File: config.mk
export PLATFORM = sky130hd
export DESIGN_NAME = program_counter
export DESIGN_NICKNAME = d
export VERILOG_FILES = /design/src/rtl/pc_pkg.sv /design/src/rtl/pc_stack.sv /design/src/rtl/program_counter.sv
export SDC_FILE = /design/constraint.sdc
export NUM_CORES = 1
export LEC_CHECK = 0
export BUFFER_PORTS_ARGS = -buffer_cell sky130_fd_sc_hd__buf_2
export CAP_MARGIN = 0
export CELL_PAD_IN_SITES_DETAIL_PLACEMENT = 1
export CELL_PAD_IN_SITES_GLOBAL_PLACEMENT = 1
export CORE_MARGIN = 10
export CORE_UTILIZATION = 30
export CTS_CLUSTER_SIZE = 30
export DETAILED_ROUTE_END_ITERATION = 6
export GPL_TIMING_DRIVEN = 0
export PLACE_DENSITY_LB_ADDON = 0.1
export REMOVE_ABC_BUFFERS = 1
export SYNTH_ARGS = -nofsm -noshare
export SYNTH_HDL_FRONTEND = slang
export SYNTH_SLANG_ARGS = --single-unit
File: constraint.sdc
create_clock -name i_clk -period 3.1 [get_ports i_clk]
set_input_delay 0.155 -clock i_clk [delete_from_list [all_inputs] [get_ports i_clk]]
set_output_delay 0.155 -clock i_clk [all_outputs]
set_load 0.005 [all_outputs]
File: src/rtl/pc_pkg.sv
// rtl/pc_pkg.sv - program counter op encoding, defaults and strobe priority decode
package pc_pkg;

  localparam int PC_WIDTH_DEF       = 8;
  localparam int PC_STACK_DEPTH_DEF = 4;

  typedef enum logic [2:0] {
    PC_OP_NONE,
    PC_OP_LOAD,
    PC_OP_RET,
    PC_OP_CALL,
    PC_OP_INC
  } pc_op_e;

  typedef struct packed {
    pc_op_e op;
    logic   conflict;
  } pc_dec_t;

  // Priority halt > write > ret > call > inc; conflict when 2+ update strobes are low.
  function automatic pc_dec_t pc_decode(input logic halt, input logic write_n,
                                        input logic ret_n, input logic call_n,
                                        input logic inc_n);
    pc_dec_t    dec;
    logic [2:0] n_active;
    n_active = 3'(!write_n) + 3'(!ret_n) + 3'(!call_n) + 3'(!inc_n);
    dec.op       = PC_OP_NONE;
    dec.conflict = 1'b0;
    if (!halt) begin
      dec.conflict = (n_active >= 3'd2);
      if (!write_n)     dec.op = PC_OP_LOAD;
      else if (!ret_n)  dec.op = PC_OP_RET;
      else if (!call_n) dec.op = PC_OP_CALL;
      else if (!inc_n)  dec.op = PC_OP_INC;
    end
    return dec;
  endfunction

endpackage

File: src/rtl/pc_stack.sv
// rtl/pc_stack.sv - return-address LIFO with registered pointer and empty/full flags
module pc_stack
  import pc_pkg::*;
#(
  parameter int WIDTH = PC_WIDTH_DEF,
  parameter int DEPTH = PC_STACK_DEPTH_DEF
) (
  input  logic             i_clk,
  input  logic             i_reset_n,
  input  logic             i_push,
  input  logic             i_pop,
  input  logic [WIDTH-1:0] i_push_data,
  output logic [WIDTH-1:0] o_top,
  output logic             o_empty,
  output logic             o_full
);

  localparam int PTR_W = $clog2(DEPTH) + 1;
  localparam int IDX_W = PTR_W - 1;

  logic [PTR_W-1:0] sp_q, sp_d;
  logic [WIDTH-1:0] mem_q [DEPTH];
  logic [WIDTH-1:0] mem_d [DEPTH];
  logic [PTR_W-1:0] top_ptr;

  assign top_ptr = sp_q - PTR_W'(1);
  assign o_top   = mem_q[top_ptr[IDX_W-1:0]];
  assign o_empty = (sp_q == '0);
  assign o_full  = (sp_q == PTR_W'(DEPTH));

  // Guards here keep the pointer in range even if a caller ignores the flags.
  always_comb begin
    sp_d  = sp_q;
    mem_d = mem_q;
    if (i_push && !o_full) begin
      mem_d[sp_q[IDX_W-1:0]] = i_push_data;
      sp_d = sp_q + PTR_W'(1);
    end else if (i_pop && !o_empty) begin
      sp_d = sp_q - PTR_W'(1);
    end
  end

  always_ff @(posedge i_clk or negedge i_reset_n) begin
    if (!i_reset_n) begin
      sp_q <= '0;
      for (int i = 0; i < DEPTH; i++) mem_q[i] <= '0;
    end else begin
      sp_q  <= sp_d;
      mem_q <= mem_d;
    end
  end

endmodule

File: src/rtl/program_counter.sv
// rtl/program_counter.sv - program counter with bus read/load, increment, call/return stack
module program_counter
  import pc_pkg::*;
#(
  parameter int WIDTH       = PC_WIDTH_DEF,
  parameter int STACK_DEPTH = PC_STACK_DEPTH_DEF
) (
  input  logic             i_clk,
  input  logic             i_reset_n,
  input  logic             i_halt,
  input  logic             i_pc_read_n,
  input  logic             i_pc_write_n,
  input  logic             i_pc_inc_n,
  input  logic             i_call_n,
  input  logic             i_ret_n,
  input  logic [WIDTH-1:0] i_bus,
  output logic [WIDTH-1:0] o_bus,
  output logic             o_bus_oe,
  output logic [WIDTH-1:0] o_pc,
  output logic             o_stack_empty,
  output logic             o_stack_full,
  output logic             o_error
);

  logic [WIDTH-1:0] pc_q, pc_d;
  logic             error_q, error_d;
  logic [WIDTH-1:0] pc_plus1;
  logic [WIDTH-1:0] stack_top;
  logic             push, pop;
  pc_dec_t          dec;

  assign dec      = pc_decode(i_halt, i_pc_write_n, i_ret_n, i_call_n, i_pc_inc_n);
  assign pc_plus1 = pc_q + WIDTH'(1);
  assign push     = (dec.op == PC_OP_CALL) && !o_stack_full;
  assign pop      = (dec.op == PC_OP_RET) && !o_stack_empty;

  assign o_bus_oe = !i_pc_read_n;
  assign o_bus    = o_bus_oe ? pc_q : '0;
  assign o_pc     = pc_q;
  assign o_error  = error_q;

  // A refused call or ret leaves the PC untouched and only raises the sticky error.
  always_comb begin
    pc_d    = pc_q;
    error_d = error_q | dec.conflict;
    unique case (dec.op)
      PC_OP_LOAD: pc_d = i_bus;
      PC_OP_RET: begin
        if (pop) pc_d = stack_top;
        else     error_d = 1'b1;
      end
      PC_OP_CALL: begin
        if (push) pc_d = i_bus;
        else      error_d = 1'b1;
      end
      PC_OP_INC: pc_d = pc_plus1;
      default: ;
    endcase
  end

  always_ff @(posedge i_clk or negedge i_reset_n) begin
    if (!i_reset_n) begin
      pc_q    <= '0;
      error_q <= 1'b0;
    end else begin
      pc_q    <= pc_d;
      error_q <= error_d;
    end
  end

  pc_stack #(
    .WIDTH(WIDTH),
    .DEPTH(STACK_DEPTH)
  ) u_stack (
    .i_clk      (i_clk),
    .i_reset_n  (i_reset_n),
    .i_push     (push),
    .i_pop      (pop),
    .i_push_data(pc_plus1),
    .o_top      (stack_top),
    .o_empty    (o_stack_empty),
    .o_full     (o_stack_full)
  );

endmodule
==> results of run 1 <==
## critical path: cells and delay by family (launching register included)
kind | cells | cell delay [ns]
muxes | 1 | 0.39
buffers and inverters | 1 | 0.19
adders and majority gates | 1 | 0.63
and+or+nand+nor | 1 | 0.17
AOI/OAI and AO/OA | 2 | 0.32
DFF | 1 | 0.80
## placed cells by master (no fill, tap or decap), types with 2 or more instances in the layout
cell      synthesis  final
nand2_1          35     35
mux4_2            8      8
o21ai_0          26     26
a222oi_1          2      2
a221oi_1          3      3
nor3_1            5      5
buf_2             1     35
xnor2_1           5      5
mux2_4            2      2
nor2b_1           8      8
a211oi_1          4      4
o21ai_1           8      8
nor2_1            8      8
nand3_1           7      7
o21a_1            2      2
and2_1            3      3
o22ai_1           4      4
o221ai_1          2      2
nand2b_1          2      2
mux2_2            4      4
ha_1              6      6
inv_1            13     13
xor2_1            2      2
dfrtp_1          44     44
clkbuf_8          0      5
## path summary, 6_finish.rpt
check,startpoint,cells past startpoint,to
worst max-delay path,u_stack.sp_q[0]$_DFFE_PN0P_,6,o_pc[7]$_DFFE_PN0P_
worst min-delay path,i_reset_n,1,o_pc[6]$_DFFE_PN0P_
worst max register to register,u_stack.sp_q[0]$_DFFE_PN0P_,6,o_pc[7]$_DFFE_PN0P_
worst min register to register,o_error$_DFF_PN0_,1,o_error$_DFF_PN0_
max in group asynchronous,i_reset_n,1,u_stack.mem_q[12]$_DFFE_PN0P_
min in group i_clk,i_bus[5],3,o_pc[5]$_DFFE_PN0P_
## registers in the layout, indices dropped and copies added, names as in the netlist
signal,count
o_error,1
o_pc,8
u_stack.mem_q,32
u_stack.sp_q,3
## through the flow
| step | cell area [um2] | utilization, % |
|---|---|---|
| 2_1_floorplan | 2320 | - |
| 3_3_place_gp | 2630 | 34.2 |
| 3_5_place_dp | 2630 | 34.2 |
| 4_1_cts | 2710 | 35.2 |
| 5_1_grt | 2710 | 35.2 |
| 6_report | 2710 | 35.2 |
## cells by family after synthesis
| family | after synthesis | share of synthesized area, % |
|---|---|---|
| AO/OA/AOI/OAI | 58 | 15.6 |
| XOR/XNOR | 7 | 2.59 |
| adder cells (fa/ha/maj) | 7 | 4.02 |
| buffers and inverters | 22 | 3.86 |
| flip-flops | 44 | 46.6 |
| multiplexers | 15 | 11.2 |
| AND/OR/NAND/NOR | 77 | 16.1 |
## layer usage
metal  track usage, %  routed length (um)
met5                0                   0
met4             3.11                  36
met3             3.24                 385
met1             14.9                3070
met2             17.8                2910
## area by class of cell
cell class / count / area, um2
clock buffer: 5 / 68.8
sequential: 44 / 1100
timing repair buffer: 35 / 175
multi-input combinational: 164 / 1170
inverter: 14 / 52.6
clock inverter: 2 / 12.5
tap: 102 / 128
fill: 905 / 4980
## synthesized netlist by cell type (2+ instances only)
library cell / n
nand3_1: 7
nor2_1: 8
a221oi_1: 3
mux2_2: 4
nor2b_1: 8
clkbuf_1: 5
and2_1: 3
a222oi_1: 2
dfrtp_1: 44
nor3_1: 5
mux4_2: 8
mux2_4: 2
xor2_1: 2
o22ai_1: 4
nand2b_1: 2
xnor2_1: 5
nand2_1: 35
o221ai_1: 2
o21a_1: 2
o21ai_1: 8
ha_1: 6
o21ai_0: 26
inv_1: 13
a211oi_1: 4
## report_power, final
part           internal, W  switching, W
sequential        0.000777      0.000183
combinational     0.000371      0.000363
clock             0.000153      0.000205
total              0.00130      0.000752
==> flow_metrics.py, run 1 <==
metrics = {
    "run_status": {
        "status": "completed",
    },
    "sta": {
        "relSlewSlack_pct": 29.5,
        "finalWorstSetupSlack_ns": 0.471,
        "rsz0062_at_grt": "false",
        "timing.setup.tns_ns": 0,
        "fmax_mhz": 380,
        "min_period_over_period_pct": 84.8,
        "fin_skew_ns": 0.00383,
        "drv_slew": 0,
        "setup_viol": 0,
        "worstMarginPinSlew_ns": 1.06,
        "final-hold-violation-count": 0,
        "min_period_ns": 2.63,
        "hold_ws_ns": 0.0329,
    },
    "die": {
        "coreArea_um2": 7690,
        "dieWidth_um": 109,
        "boundaryPins": 36,
        "core.rowCount": 32,
        "dieArea_um2": 11800,
        "die_h_um": 109,
        "start_util_pct": 30.7,
    },
    "place": {
        "dp.cells": 359,
        "io_buffers": 35,
        "pre_cts_slack_ns": 0.355,
        "gp_congestion": 0.796,
        "hpwl_um": 4630,
    },
    "run": {
        "drv_cap": 0,
    },
    "layout": {
        "drive_above_1_share_pct": 23.9,
        "synthToLayoutAreaGrowth_pct": 14.6,
        "layout.nets": 287,
        "fin_cells": 366,
        "antennaDiodeCount": 0,
    },
    "worst_setup_path": {
        "endpoint_kind": "flop",
        "startpoint_type": "flop",
        "path_class": "reg -> reg",
        "critPathMaxFanout": 12,
        "cp.required_ns": 3.27,
        "slowest_delay_ns": 0.80,
        "cp.arrival_ns": 2.80,
        "slowest_stage": "dfrtp_1",
        "r2r_setup_slack_ns": 0.47,
        "path_cells": "inv_1 -> ha_1 -> mux4_2 -> and2_1 -> a221oi_1 -> o22ai_1",
    },
    "clock_network": {
        "cts_tree": "yes",
        "cts_setup_buffers": 0,
        "cts_buffer_depth": 2,
        "clock_latency_ns": 0.29,
        "cts_sinks": 44,
        "hold_buffers": 0,
        "cts_htree_levels": 2,
        "cts_made_buffers": 5,
        "ctsResizeCount": 0,
        "clk_pin_slew_ns": 0.09,
        "cts-root-buf": "clkbuf_8",
    },
    "pwr": {
        "power.density_nw_per_um2": 758,
        "total_power_w": 0.00205,
        "leakage_nw": 1.23,
        "vdd_drop_max_v": 0.000221,
    },
    "detailed_routing": {
        "drt_iter0_drc": 54,
        "via_per_inst": 4.96,
        "ant_nets": 0,
        "drt_pre_antenna_iters": 4,
        "drt_wl_total_um": 6400,
        "vias": 1817,
        "wl_per_cell_um": 17.5,
        "post-route-drc-count": 0,
    },
    "yosys": {
        "yosysTopAreaCell": "dfrtp_1",
        "synthFlopType": "dfrtp_1",
        "avgSynthCellArea_um2": 10.3,
        "synth_cell_type_count": 46,
        "yosysSeqAreaShare_pct": 46.6,
        "synth.area.top_cells": "dfrtp_1, mux4_2, nand2_1",
        "synth_top_area_share_pct": 46.6,
        "netlist_area_um2": 2360,
        "synth_edf_count": 0,
        "async_flop_share_pct": 100,
        "ys_ff_latch": 44,
        "yosys_warnings": 0,
        "syn_inst": 230,
    },
    "grt": {
        "grt_pass1_wl_um": 10600,
        "globalRouteTotalUtil_pct": 11.3,
        "grt_antenna_before_repair": 0,
        "grt_pass1_vias": 1937,
        "overflow": 0,
        "grt_max_degree": 45,
    },
    "hold_path": {
        "hold_class": "in -> async",
    },
}
Power figures use the tool's default switching activity.
==> run 2, diff against run 1 <==
Clock period 3.1 ns to 2.2 ns, I/O delays scaled along.
==> run 2 against run 1 <==
Effect of this change: the run now ends with hold timing left; global-route usage hardly changed; cell count rose by 0.82%; die area did not move; setup slack got worse by 0.25 ns; critical endpoint is now u_stack.mem_q[17]$_DFFE_PN0P_; via count up 0.17%; count of clock-buffer cells in the layout stayed put.
==> flow_metrics.py, run 2 (synthesis results as in run 1) <==
metrics = {
    "sta": {
        "drv_slew": 0,
        "hold_ws_ns": -0.0122,
        "finalWorstSetupSlack_ns": 0.218,
        "fin_skew_ns": 0.00393,
        "min_period_over_period_pct": 90.1,
        "rsz0062_at_grt": "false",
        "final-hold-violation-count": 4,
        "worstMarginPinSlew_ns": 1.06,
        "relSlewSlack_pct": 29.6,
        "setup_viol": 0,
        "min_period_ns": 1.98,
        "fmax_mhz": 504,
    },
    "detailed_routing": {
        "drt_wl_total_um": 6450,
        "drt_iter0_drc": 44,
        "drt_pre_antenna_iters": 4,
        "ant_nets": 0,
        "post-route-drc-count": 0,
        "vias": 1820,
        "wl_per_cell_um": 17.5,
        "via_per_inst": 4.93,
    },
    "pwr": {
        "vdd_drop_max_v": 0.000311,
        "leakage_nw": 1.25,
        "power.density_nw_per_um2": 1090,
    },
    "clock_network": {
        "cts_made_buffers": 5,
        "cts_htree_levels": 2,
        "cts-root-buf": "clkbuf_8",
        "cts_tree": "yes",
        "cts_sinks": 44,
        "hold_buffers": 0,
        "clk_pin_slew_ns": 0.09,
        "cts_buffer_depth": 2,
        "clock_latency_ns": 0.29,
    },
    "layout": {
        "antennaDiodeCount": 0,
        "synthToLayoutAreaGrowth_pct": 16.5,
        "final_common_cell": "dfrtp_1",
        "largest_register": "u_stack.mem_q",
        "layout.nets": 290,
        "largest_reg_flops": 32,
        "final_cell_mix": "dfrtp_1, nand2_1, buf_2",
        "fin_cells": 369,
        "drive_above_1_share_pct": 25.8,
        "fin_area_um2": 2750,
    },
    "grt": {
        "grt_antenna_before_repair": 0,
        "grt_pass1_vias": 1954,
        "grt_pass1_wl_um": 10600,
        "globalRouteTotalUtil_pct": 11.4,
        "grt_max_degree": 45,
        "overflow": 0,
    },
    "place": {
        "gp_congestion": 0.796,
        "pre_cts_slack_ns": -0.545,
        "placed_area_um2": 2630,
        "io_buffers": 35,
        "dp.cells": 359,
        "hpwl_um": 4630,
    },
    "die": {
        "boundaryPins": 36,
        "coreArea_um2": 7690,
        "dieArea_um2": 11800,
        "die_h_um": 109,
        "core.rowCount": 32,
        "start_util_pct": 30.7,
        "dieWidth_um": 109,
    },
    "worst_setup_path": {
        "reg2reg_to": "u_stack.mem_q[17]$_DFFE_PN0P_",
        "r2r-start": "u_stack.sp_q[0]$_DFFE_PN0P_",
        "cp.arrival_ns": 2.16,
        "reg2reg_depth": 5,
        "startpoint_type": "flop",
        "critPathMaxFanout": 15,
        "cp.required_ns": 2.38,
        "endpoint_kind": "flop",
        "path_class": "reg -> reg",
        "r2r_setup_slack_ns": 0.22,
    },
    "hold_path": {
        "hold_class": "in -> async",
    },
    "run_status": {
        "violations": "hold timing",
        "status": "complete, but fails checks",
    },
    "run": {
        "drv_cap": 0,
    },
}
-- run 2: changes by cell type in the layout (fill, tap and decap cells not counted), sizes merged --
cell,previous run,this run
buf,35,38
-- run 2: worst max path at each step --
stage | endpoint | slack, ns | start
floorplan | o_pc[7]$_DFFE_PN0P_ | 0.0003 | u_stack.sp_q[0]$_DFFE_PN0P_
global placement | o_pc[7]$_DFFE_PN0P_ | -0.55 | u_stack.sp_q[0]$_DFFE_PN0P_
detailed placement | o_pc[7]$_DFFE_PN0P_ | -0.54 | u_stack.sp_q[0]$_DFFE_PN0P_
CTS | u_stack.mem_q[9]$_DFFE_PN0P_ | 0.04 | u_stack.sp_q[0]$_DFFE_PN0P_
global route | o_pc[4]$_DFFE_PN0P_ | 0.06 | o_pc[0]$_DFFE_PN0P_
finish | u_stack.mem_q[17]$_DFFE_PN0P_ | 0.22 | u_stack.sp_q[0]$_DFFE_PN0P_
-- run 2: layout make-up --
cell class | instances | area (um2)
multi-input combinational | 164 | 1190
tap | 102 | 128
timing repair buffer | 38 | 198
clock buffer | 5 | 68.8
clock inverter | 2 | 12.5
inverter | 14 | 52.6
fill | 901 | 4930
sequential | 44 | 1100
-- run 2: repair_timing --
| action | CTS | global route |
|---|---|---|
| resized for setup | 4 | 1 |
| endpoints found under the setup margin | 41 | 14 |
| setup buffers | 0 | 3 |
-- run 2: through the flow --
step                      setup TNS (ns)  total power, W  hold WS, ns  utilization [%]
final                                  0         0.00300      -0.0122             35.8
after global routing                   0         0.00325       0.0807             35.8
after CTS                              0         0.00300       0.0434             35.4
after detailed placement          -10.12         0.00243        0.365             34.2
after global placement             -9.72         0.00240        0.375             34.2
after floorplan                        0         0.00204       -0.186                -
-- run 2: critical path: stages, from the launching register on --
cell     delay (ns)
dfrtp_4        0.51
inv_1          0.15
ha_4           0.17
nand2_1        0.12
nand3_1        0.51
mux2_2         0.40
-- run 2: metal layers --
metal	wire (um)	GRT usage [%]	vias to the layer above
li1	-	-	888
met1	3080	14.7	898
met2	2940	18.2	32
met3	385	3.24	2
met4	36	3.11	0
met5	0	0	-
-- run 2: report_power, final --
part / internal, W / switching, W
Combinational: 0.000597 / 0.000582
Clock: 0.000216 / 0.000289
Sequential: 0.00110 / 0.000211
==> run 3, diff against run 2 <==
Settings changed: SYNTH_HIERARCHICAL set to 1.
==> run 3 against run 2 <==
Effect of this change: the run still ends with hold timing left; maximum frequency fell by 5.0%; area after synthesis increased by 10%; combinational power increased by 28%; sequential power hardly changed; cell count shrank 4.6%; core utilization grew 0.90 points; critical path depth grew 3; power up 12%; largest power group is now combinational cells; highest routed layer unchanged.
==> flow_metrics.py, run 3 <==
metrics = {
    "run_status": {
        "status": "complete, but fails checks",
        "violations": "hold timing",
    },
    "detailed_routing": {
        "drt_wl_total_um": 6760,
        "post-route-drc-count": 0,
        "wl_per_cell_um": 19.2,
        "drt_pre_antenna_iters": 4,
        "vias": 1787,
        "drt_iter0_drc": 82,
        "via_per_inst": 5.08,
        "ant_nets": 0,
    },
    "die": {
        "coreArea_um2": 8340,
        "dieArea_um2": 12800,
        "start_util_pct": 31.2,
        "die_h_um": 113,
        "dieWidth_um": 113,
        "core.rowCount": 33,
        "boundaryPins": 36,
    },
    "sta": {
        "fmax_mhz": 479,
        "min_period_ns": 2.09,
        "relSlewSlack_pct": 28.7,
        "hold_ws_ns": -0.00338,
        "setup_viol": 0,
        "fin_skew_ns": 0.00888,
        "drv_slew": 0,
        "min_period_over_period_pct": 94.9,
        "worstMarginPinSlew_ns": 1.07,
        "final-hold-violation-count": 1,
    },
    "clock_network": {
        "cts_htree_levels": 2,
        "cts_tree": "yes",
        "cts_made_buffers": 5,
        "clk_pin_slew_ns": 0.09,
        "clock_latency_ns": 0.30,
        "cts_sinks": 44,
        "cts-root-buf": "clkbuf_8",
        "cts_buffer_depth": 2,
    },
    "grt": {
        "grt_pass1_vias": 1970,
        "busiest_layer": "met2",
        "grt_max_degree": 45,
        "overflow": 0,
        "globalRouteTotalUtil_pct": 10.8,
        "gr-usage-met2_pct": 18.0,
        "grt_pass1_wl_um": 11100,
        "grtUsageMet1_pct": 13.3,
        "grt_antenna_before_repair": 0,
        "grt_use_met3_pct": 3.28,
    },
    "yosys": {
        "synth_edf_count": 0,
        "avgSynthCellArea_um2": 12.9,
        "synth_cell_type_count": 54,
        "yosys_warnings": 6,
        "synth_top_area_share_pct": 42.2,
        "ys_ff_latch": 44,
        "synth.area.top_cells": "dfrtp_1, mux2_4, mux4_2",
        "yosysTopAreaCell": "dfrtp_1",
        "synth_most_common_cell": "dfrtp_1",
        "synthTopCellsByCount": "dfrtp_1, mux2_4, inv_1, nor2b_1, o21ai_0",
        "yosysSeqAreaShare_pct": 42.2,
        "async_flop_share_pct": 100,
        "synthFlopType": "dfrtp_1",
        "netlist_area_um2": 2610,
        "syn_inst": 202,
    },
    "worst_setup_path": {
        "cp.arrival_ns": 2.27,
        "reg2reg_to": "u_stack/mem_q[5]$_DFFE_PN0P_",
        "endpoint_kind": "flop",
        "path_cells": "inv_1 -> ha_4 -> and2_4 -> nor4_4 -> a21boi_4 -> buf_6 -> nand2_8 -> mux2_4",
        "crit_path_end": "u_stack/mem_q[5]$_DFFE_PN0P_",
        "cp.required_ns": 2.39,
        "r2r_setup_slack_ns": 0.11,
        "worst-path-buf-inv": 2,
        "crit_family": "simple AND/OR/NAND/NOR gates",
        "slowest_stage": "dfrtp_1",
        "crit_cells": 8,
        "critical_path.startpoint": "u_stack/sp_q[1]$_DFFE_PN0P_",
        "slowest_delay_ns": 0.38,
        "r2r-start": "u_stack/sp_q[1]$_DFFE_PN0P_",
        "critPathMaxFanout": 8,
        "path_class": "reg -> reg",
        "startpoint_type": "flop",
        "reg2reg_depth": 8,
    },
    "layout": {
        "drive_above_1_share_pct": 44.9,
        "largest_register": "u_stack/mem_q",
        "fill_cells": 932,
        "fin_cells": 352,
        "layout.nets": 270,
        "synthToLayoutAreaGrowth_pct": 17.5,
        "utilization_pct": 36.7,
        "seq_area_um2": 1100,
        "largest_reg_flops": 32,
        "antennaDiodeCount": 0,
        "multi_input_area_um2": 1450,
        "final_cell_mix": "dfrtp_1, buf_2, mux2_4",
        "final_common_cell": "dfrtp_1",
    },
    "pwr": {
        "power.density_nw_per_um2": 1100,
        "vdd_drop_max_v": 0.000321,
        "leakage_nw": 1.42,
    },
    "place": {
        "gp_congestion": 0.714,
        "dp.cells": 336,
        "hpwl_um": 4810,
        "io_buffers": 35,
    },
    "run": {
        "drv_cap": 0,
    },
    "hold_path": {
        "hold_class": "in -> async",
    },
}
run 3: cell types whose count changed after synthesis, moves of 4 or more:
cell and change:
nand2_1 -29, mux2_2 +4, o21ai_1 -7, nand3_1 -4, mux2_4 +22, o21ai_0 -17
nor2_1 -4
run 3: report_power, final:
group | leakage [nW] | switching, W | internal, W
clock network | 0.0414 | 0.000296 | 0.000226
registers | 0.558 | 0.000206 | 0.00112
logic | 0.821 | 0.000651 | 0.000860
run 3: logic make-up after synthesis:
group | Yosys count | share of synthesized area, %
flops | 44 | 42.2
simple gates | 51 | 13.7
fa+ha+maj | 8 | 4.13
xor+xnor | 4 | 1.34
mux | 40 | 24.2
buf+inv | 16 | 3.17
compound gates | 39 | 11.2
run 3: what timing repair did:
action | 4_1_cts | 5_1_grt
endpoints found under the setup margin | 45 | 34
gates resized for setup | 3 | 8
setup buffers | 5 | 3
pin swaps | 1 | 1
hold buffers | 0 | 0
run 3: layer usage:
layer	share of wire (%)	wire [um]	vias up
li1	-	-	833
met4	0.86	58	0
met3	5.1	345	6
met2	48	3240	34
met5	0	0	-
met1	46	3110	914
run 3: how the worst min path moves through the flow:
| stage | start | cells after the start | to | slack [ns] |
|---|---|---|---|---|
| 6_report | i_reset_n | 1 | o_error$_DFF_PN0_ | -0.003 |
| 3_3_place_gp | i_reset_n | 1 | o_error$_DFF_PN0_ | 0.38 |
| 2_1_floorplan | i_reset_n | 0 | o_error$_DFF_PN0_ | -0.19 |
| 3_5_place_dp | i_reset_n | 1 | o_error$_DFF_PN0_ | 0.37 |
| 5_1_grt | i_reset_n | 1 | o_error$_DFF_PN0_ | 0.08 |
| 4_1_cts | i_reset_n | 1 | u_stack/mem_q[24]$_DFFE_PN0P_ | 0.02 |
run 3: area by class of cell:
class | instances | share of cell area (%)
tap | 105 | 4.29
clock inverter | 2 | 0.531
multi-input combinational | 142 | 47.4
timing repair buffer | 43 | 8.05
inverter | 10 | 1.23
sequential | 44 | 36.1
clock buffer | 6 | 2.37
run 3: per-stage QoR:
step / setup WS, ns / area, um2 / TNS [ns] / hold slack (ns) / power, W
after floorplan: -0.530 / 2560 / -16.15 / -0.186 / 0.00235
after global placement: -1.10 / 2870 / -36.94 / 0.376 / 0.00274
after detailed placement: -1.12 / 2870 / -38.07 / 0.371 / 0.00276
after CTS: 0.0242 / 3000 / 0 / 0.0199 / 0.00334
after global routing: -0.0140 / 3060 / -0.0269 / 0.0798 / 0.00362
final: 0.113 / 3060 / 0 / -0.00338 / 0.00336
